File: src/rtl/uart_tx_arbiter_if.sv
// Signal bundle between the two UART TX sources, the arbiter and the pad.
// The master side supplies the select and both serial lines; the slave
// side is the arbiter, which drives the muxed line and its status flags.
interface uart_tx_arbiter_if;
    logic i_sel;
    logic i_tx0;
    logic i_tx1;
    logic o_tx;
    logic o_active;
    logic o_pending;
    logic o_switched;

    modport master (
        output i_sel,
        output i_tx0,
        output i_tx1,
        input  o_tx,
        input  o_active,
        input  o_pending,
        input  o_switched
    );

    modport slave (
        input  i_sel,
        input  i_tx0,
        input  i_tx1,
        output o_tx,
        output o_active,
        output o_pending,
        output o_switched
    );
endinterface

File: src/rtl/uart_tx_arbiter.sv
// Frame-safe two-way arbiter for a shared UART TX pin. The selected source
// changes only after both lines have been continuously high for a full
// character time, so a switch can never cut or splice a character.
module uart_tx_arbiter #(
    parameter int unsigned CLK_FREQ_HZ = 25_000_000,
    parameter int unsigned BAUD        = 115200,
    parameter int unsigned IDLE_BITS   = 11
) (
    input logic              i_clk,
    input logic              i_rst,
    uart_tx_arbiter_if.slave bus
);

    localparam int unsigned IdleCycles = IDLE_BITS * CLK_FREQ_HZ / BAUD;
    // Clamp keeps the declarations legal long enough for the check below to fire.
    localparam int unsigned CntW = (IdleCycles < 1) ? 1 : $clog2(IdleCycles + 1);
    localparam logic [CntW-1:0] IdleMax = CntW'(IdleCycles);

    if (IdleCycles < 1) begin : g_bad_params
        $error("uart_tx_arbiter: IDLE_BITS*CLK_FREQ_HZ/BAUD must be at least 1");
    end

    typedef enum logic [0:0] {StRun, StPend} state_e;

    state_e          state_q, state_d;
    logic [CntW-1:0] idle0_q, idle1_q;
    logic            idle0, idle1;
    logic            tx_q, active_q, switched_q;
    logic            pending, do_switch;

    assign idle0 = (idle0_q == IdleMax);
    assign idle1 = (idle1_q == IdleMax);

    // Per-line run length of consecutive high samples, saturating at IdleMax.
    always_ff @(posedge i_clk or posedge i_rst) begin
        if (i_rst) begin
            idle0_q <= '0;
            idle1_q <= '0;
        end else begin
            if (!bus.i_tx0) begin
                idle0_q <= '0;
            end else if (!idle0) begin
                idle0_q <= idle0_q + CntW'(1);
            end
            if (!bus.i_tx1) begin
                idle1_q <= '0;
            end else if (!idle1) begin
                idle1_q <= idle1_q + CntW'(1);
            end
        end
    end

    // State register.
    always_ff @(posedge i_clk or posedge i_rst) begin
        if (i_rst) begin
            state_q <= StRun;
        end else begin
            state_q <= state_d;
        end
    end

    // Next state: a request waits in StPend until withdrawn or both lines idle.
    always_comb begin
        state_d = state_q;
        unique case (state_q)
            StRun: begin
                if (bus.i_sel != active_q) state_d = StPend;
            end
            StPend: begin
                if ((bus.i_sel == active_q) || (idle0 && idle1)) state_d = StRun;
            end
            default: state_d = StRun;
        endcase
    end

    // FSM outputs; withdrawal takes priority over a coincident idle condition.
    always_comb begin
        pending   = (state_q == StPend);
        do_switch = (state_q == StPend) && (bus.i_sel != active_q) && idle0 && idle1;
    end

    // Registered pad output and status; o_tx uses the source active before any switch.
    always_ff @(posedge i_clk or posedge i_rst) begin
        if (i_rst) begin
            tx_q       <= 1'b1;
            active_q   <= 1'b0;
            switched_q <= 1'b0;
        end else begin
            tx_q       <= active_q ? bus.i_tx1 : bus.i_tx0;
            switched_q <= do_switch;
            if (do_switch) active_q <= bus.i_sel;
        end
    end

    assign bus.o_tx       = tx_q;
    assign bus.o_active   = active_q;
    assign bus.o_pending  = pending;
    assign bus.o_switched = switched_q;

endmodule
File: src/flat_wrapper.sv
// flat-port wrapper written by rule: the top's interface ports become plain ports
module uart_tx_arbiter_flat 
#(
    parameter int unsigned CLK_FREQ_HZ = 25_000_000,
    parameter int unsigned BAUD        = 115200,
    parameter int unsigned IDLE_BITS   = 11
)
  (i_clk, i_rst, bus_i_sel, bus_i_tx0, bus_i_tx1, bus_o_tx, bus_o_active, bus_o_pending, bus_o_switched);
  uart_tx_arbiter_if bus_i ();
  input logic i_clk;
  input logic i_rst;
  input wire logic [$bits(bus_i.i_sel)-1:0] bus_i_sel;
  input wire logic [$bits(bus_i.i_tx0)-1:0] bus_i_tx0;
  input wire logic [$bits(bus_i.i_tx1)-1:0] bus_i_tx1;
  output wire logic [$bits(bus_i.o_tx)-1:0] bus_o_tx;
  output wire logic [$bits(bus_i.o_active)-1:0] bus_o_active;
  output wire logic [$bits(bus_i.o_pending)-1:0] bus_o_pending;
  output wire logic [$bits(bus_i.o_switched)-1:0] bus_o_switched;
  assign bus_i.i_sel = bus_i_sel;
  assign bus_i.i_tx0 = bus_i_tx0;
  assign bus_i.i_tx1 = bus_i_tx1;
  assign bus_o_tx = bus_i.o_tx;
  assign bus_o_active = bus_i.o_active;
  assign bus_o_pending = bus_i.o_pending;
  assign bus_o_switched = bus_i.o_switched;
  uart_tx_arbiter #(.CLK_FREQ_HZ(CLK_FREQ_HZ), .BAUD(BAUD), .IDLE_BITS(IDLE_BITS)) u_core (.i_clk(i_clk), .i_rst(i_rst), .bus(bus_i));
endmodule
File: config.mk
export PLATFORM = sky130hd
export DESIGN_NAME = uart_tx_arbiter_flat
export DESIGN_NICKNAME = d
export VERILOG_FILES = /design/src/rtl/uart_tx_arbiter_if.sv /design/src/rtl/uart_tx_arbiter.sv /design/src/flat_wrapper.sv
export SDC_FILE = /design/constraint.sdc
export NUM_CORES = 1
export LEC_CHECK = 0
export CORE_MARGIN = 1.5
export CORE_UTILIZATION = 40
export DETAILED_ROUTE_END_ITERATION = 6
export GPL_TIMING_DRIVEN = 1
export PLACE_DENSITY = 0.69
export SLEW_MARGIN = 5
export SYNTH_ARGS = -nofsm -noshare
export SYNTH_HDL_FRONTEND = slang
export SYNTH_SLANG_ARGS = --single-unit
File: constraint.sdc
create_clock -name i_clk -period 1.85 [get_ports i_clk]
set_input_delay 0.555 -clock i_clk [delete_from_list [all_inputs] [get_ports i_clk]]
set_output_delay 0.555 -clock i_clk [all_outputs]
set_load 0.05 [all_outputs]
# Word level (Yosys, flattened, before mapping)
# Cells that the tools add are included.
[classes]
add_sub_neg = 2
eq_ne = 6
muxes = 8
bitwise_logic = 1
n_reduce_logical = 5
[op_table]
columns = ["cell", "n"]
rows = [
  ["2-to-1 mux 12 bit", 4],
  ["adder 12 x 1 -> 12 bit, second input constant", 2],
  ["equality test 12 bit, second input constant", 2],
  ["logical AND 1 bit", 4],
  ["inequality test 2 bit, second input constant", 2],
  ["2-to-1 mux 1 bit", 3],
  ["one-hot mux 1 bit (2 select lines)", 1],
  ["equality test 1 bit", 1],
  ["logical OR 1 bit", 1],
  ["inequality test 1 bit", 1],
  ["inverter 1 bit", 1],
]
[word_totals]
register_bits = 28
input_bits = 5
out_inout_bits = 4
wordCells = 28

# Depth between registers and ports, before layout
[logic_depth]
word_depth = 5
depth_mapped = 5
mapped_depth_nobuf = 5

# Worst setup path after synthesis
# Ideal clock, no wire load.
[synth_path]
kind = "register to register"
startpoint = "register u_core.idle1_q[0]"
endpoint = "register u_core.active_q (netlist: u_core.bus.o_active)"
setup_time_ns = 0.125
arrival_ns = 1.817
required_time_ns = 1.725
path_slack_ns = -0.092
path_stages_with_launch = 6
path_buffers = 0
synth_period_minus_slack_ns = 1.942
path_cell_list = "dfrtp_1 ha_1 or4bb_1 nor4_4 nand4_2 mux2_4"
[synth_between]
elab_chain_cells = 2
[synth_lines]
columns = ["element", "line_no", "text"]
rows = [
  ["start: declaration", "uart_tx_arbiter.sv:26", "logic [CntW-1:0] idle0_q, idle1_q;"],
  ["start signal: assignment", "uart_tx_arbiter.sv:48", "idle1_q <= idle1_q + CntW'(1);"],
  ["equality test 12 bit", "uart_tx_arbiter.sv:32", "assign idle1 = (idle1_q == IdleMax);"],
  ["logical AND 1 bit", "uart_tx_arbiter.sv:79", "do_switch = (state_q == StPend) && (bus.i_sel != active_q) && idle0 && idle1;"],
  ["end signal: assignment", "uart_tx_arbiter.sv:91", "if (do_switch) active_q <= bus.i_sel;"],
  ["end: declaration", "uart_tx_arbiter.sv:28", "logic tx_q, active_q, switched_q;"],
]
# Every way passes these cells.
# A chain may end at the register's enable or synchronous reset.

# Worst setup path after layout
[layout_path]
startpoint = "register u_core.idle1_q[1]"
endpoint = "register u_core.active_q (netlist: u_core.bus.o_active)"
# The elaborated chain is that of the path after synthesis.

==> key figures <==
Routing
  – Routed via count: 1006
  – Total DRC errors in the routed layout: 0
  – Drt initial violations: 40
  – Detailed Route WL: 2590 um
  – Number of vias per cell after detailed routing: 5.11
  – First-pass detailed-route iteration total: 2
  – Post-route antenna net violation count: 0
  – Per-cell routed wire length: 13.2 um

GRT
  – Global route total overflow: 0
  – First-pass GRT wire length: 4760 um
  – Largest net degree at the start of global routing: 29
  – Initial antenna violation count: 0
  – Vias in the first global route: 1068
  – Total routing usage reported by global routing: 0.153

STA
  – Final Hold Vio Count: 0
  – Post-Route Hold Slack: 0.555 ns
  – Time the final worst path needs with I/O delays and setup: 1.86 ns
  – Highest clock rate: 0.539 GHz
  – Final Worst Setup Slack: -0.00609 ns
  – Worst rel slew slack: 0.723
  – Setup repair after global routing missed its margin: yes
  – Tcrit/Tclk final: 1.00
  – Final-report max-slew violation count: 0
  – Final setup violation count: 1
  – Worst-margin pin slew: 0.415 ns
  – Final worst clock skew: 0.00450 ns

CTS
  – Post-cts hold buffer count: 0
  – TritonCTS clock tree: done
  – Clock root buffer: sky130_fd_sc_hd__clkbuf_4
  – Clk slew on worst S/H paths: 0.16 ns
  – Clock latency of the later-clocked register in the worst-skew pair: 0.34 ns
  – Clock sink count: 28
  – CTS Buf Count: 3
  – Worst-case clock buffer depth: 2
  – Max H-tree Level: 1

Floorplanning
  – CORE AREA: 0.00339 mm2
  – Starting Density: 0.421
  – Die footprint: 0.00393 mm2
  – Die width: 62.7 um
  – Overall die height: 62.7 um
  – Number of core rows: 21
  – IO Count: 9

Power and ir drop
  – Total power divided by cell area: 680 mW/mm2
  – Worst supply voltage drop on vdd: 0.505 mV
  – Leakage: 0.000794 uW
  – Total power of the final layout: 1170 uW

Status
  – Violations in the final reports: setup timing
  – Run status: finished, violations left

Placed design
  – Count of buffers inserted at the top-level ports: 8
  – Placed Instance Area: 0.00165 mm2
  – HPWL reported at the end of detailed placement: 1880 um
  – Placer congestion estimate: 0.795
  – # placed instances: 191

Critical path
  – Kind of cell adding the most delay to the critical path: simple AND/OR/NAND/NOR gates
  – Bufs and invs on worst path: 0
  – Critical path class: flop to flop
  – CP Launch Type: flop
  – Worst endpoint required time: 2.10 ns
  – Cell depth of the worst setup path: 5
  – Kind of end point of the critical path: flop
  – FF-to-FF path depth: 5
  – Critical Path AT: 2.10 ns
  – Setup crit end: u_core.bus.o_active
  – Worst setup startpoint: u_core.idle1_q[1]
  – Peak per-stage delay on the critical path: 0.45 ns
  – Cells traversed along the worst timing path: ha_1 > or4bb_1 > nor4_4 > nand4_2 > mux2_4
  – Worst-path fanout max: 2
  – Cell type of the slowest stage on the worst timing path: sky130_fd_sc_hd__or4bb_1
  – End of the worst register-to-register path: u_core.bus.o_active
  – Worst reg2reg startpoint: u_core.idle1_q[1]
  – Register-to-register setup slack: -0.006 ns

Synth
  – Post-synth top area share: 0.474
  – Synthesized Nets: 136
  – Post-Synthesis Cell Area: 0.00143 mm2
  – Dominant register cell in the synthesized netlist: sky130_fd_sc_hd__dfrtp_1
  – Yosys Warn Count: 0
  – Yosys top cell by area: sky130_fd_sc_hd__dfrtp_1
  – Mean cell area of the mapped netlist: 11.1 um2
  – Count of unique library cells instantiated by Yosys: 32
  – Most numerous cell in the Yosys netlist: sky130_fd_sc_hd__dfrtp_1
  – Synthesized flop and latch total: 28
  – Register area share after synthesis: 0.492
  – Number of instances in the synthesized netlist: 129
  – Ranking of synthesized cells by instance count: sky130_fd_sc_hd__dfrtp_1, sky130_fd_sc_hd__and2_1, sky130_fd_sc_hd__xnor2_1
  – Number of enable-type register cells in the synthesized netlist: 0
  – Share of synthesized flip-flops with an asynchronous set or reset: 1.00
  – Cell types occupying the most area after synthesis: sky130_fd_sc_hd__dfrtp_1, sky130_fd_sc_hd__and2_1, sky130_fd_sc_hd__xnor2_1

Finish
  – Final net count: 159
  – Area taken by multi-input logic gates: 706 um2
  – Storage cell area: 702 um2
  – Fraction of layout cells with a size suffix above 1: 0.185
  – Final-layout fill cell count: 306
  – Utilization of the core after routing: 0.506
  – Area overhead of the layout relative to synthesis: 20.2%
  – Final standard cell count with taps included and fillers excluded: 197
  – Count of antenna diodes in the layout: 0
  – Post-route standard cell area excluding fillers: 0.00171 mm2

Flow run
  – Max Cap Viol: 0

Hold path
  – Hold Path Class: input pin to asynchronous set/reset pin
timing repair:
action | CTS | global route
gates cloned | 0 | 0
setup endpoints to repair | 1 | 5
setup buffers | 0 | 2
pin swaps | 0 | 0
resized for setup | 0 | 0
how the worst min path moves through the flow:
stage / start / to / slack, ns / depth (start not counted)
after floorplan: u_core.idle0_q[11] / u_core.idle0_q[11] / 0.51 / 2
after CTS: i_rst / u_core.idle0_q[1] / 0.57 / 3
after global routing: i_rst / u_core.idle0_q[1] / 0.58 / 3
after global placement: u_core.idle0_q[11] / u_core.idle0_q[11] / 0.53 / 2
final: i_rst / u_core.idle0_q[1] / 0.56 / 3
after detailed placement: u_core.idle0_q[11] / u_core.idle0_q[11] / 0.54 / 2
per-layer routing:
layer | up-vias | GRT usage | share of wire
met5 | - | 0 | 0
met4 | 0 | 0.0361 | 0.0069
met3 | 5 | 0.0450 | 0.022
met2 | 5 | 0.270 | 0.53
met1 | 502 | 0.183 | 0.44
li1 | 494 | - | -
flip-flops by register name (all words and copies together), names as in the netlist:
signal	cells
u_core.bus.o_tx	1
u_core.bus.o_switched	1
u_core.bus.o_pending	1
u_core.idle0_q	12
u_core.idle1_q	12
u_core.bus.o_active	1
worst register-to-register path, cell delays in order (launching register included):
cell and delay, ns:
sky130_fd_sc_hd__dfrtp_1 0.40, sky130_fd_sc_hd__ha_1 0.16, sky130_fd_sc_hd__or4bb_1 0.45, sky130_fd_sc_hd__nor4_4 0.27
sky130_fd_sc_hd__nand4_2 0.16, sky130_fd_sc_hd__mux2_4 0.32
logic make-up after synthesis:
logic type	share of synthesized area
mux	0.0395
flops	0.492
fa+ha+maj	0.0175
compound gates	0.0368
buf+inv	0.0132
xor+xnor	0.104
simple gates	0.296
final cells by class:
type                    instances  area share
clock buffers                   3      0.0131
clock inverters                 1      0.0175
multi-input cells              96       0.412
inverters                       3     0.00657
flip-flops and latches         28       0.409
well taps                      46      0.0336
repair buffers                 20       0.108
through the flow:
stage                     worst slack (ns)  TNS (ns)
final                             -0.00609  -0.00609
after floorplan                    -0.0924   -0.0924
after global placement              0.0674         0
after CTS                          -0.0394   -0.0394
after global routing                -0.138    -0.425
after detailed placement          -0.00848  -0.00848
placed cells by master, fill, tap and decap left out, drive strengths merged:
| cell | count |
|---|---|
| nor4 | 2 |
| or3 | 3 |
| clkdlybuf4s50 | 4 |
| or4b | 1 |
| and3b | 1 |
| dfstp | 1 |
| a21boi | 3 |
| clkbuf | 3 |
| xor2 | 6 |
| buf | 16 |
| o21ai | 3 |
| and4 | 3 |
| nor2b | 5 |
| inv | 3 |
| o21a | 2 |
| nor3b | 1 |
| nor2 | 2 |
| nand3 | 7 |
| nand2b | 1 |
| and4bb | 2 |
| bufinv | 1 |
| nor3 | 3 |
| or4bb | 1 |
| dfrtp | 27 |
| ha | 2 |
| nand2 | 7 |
| mux2 | 2 |
| xnor2 | 11 |
| mux2i | 3 |
| and3 | 3 |
| nand4 | 5 |
| and2 | 17 |
power by group:
part           switching [uW]  leakage (uW)  internal, uW  total, uW
logic                    58.7      0.000388          54.3        113
registers                13.9      0.000378           629        643
clock network             191     0.0000279           219        411
(Power assumes the default switching activity.)
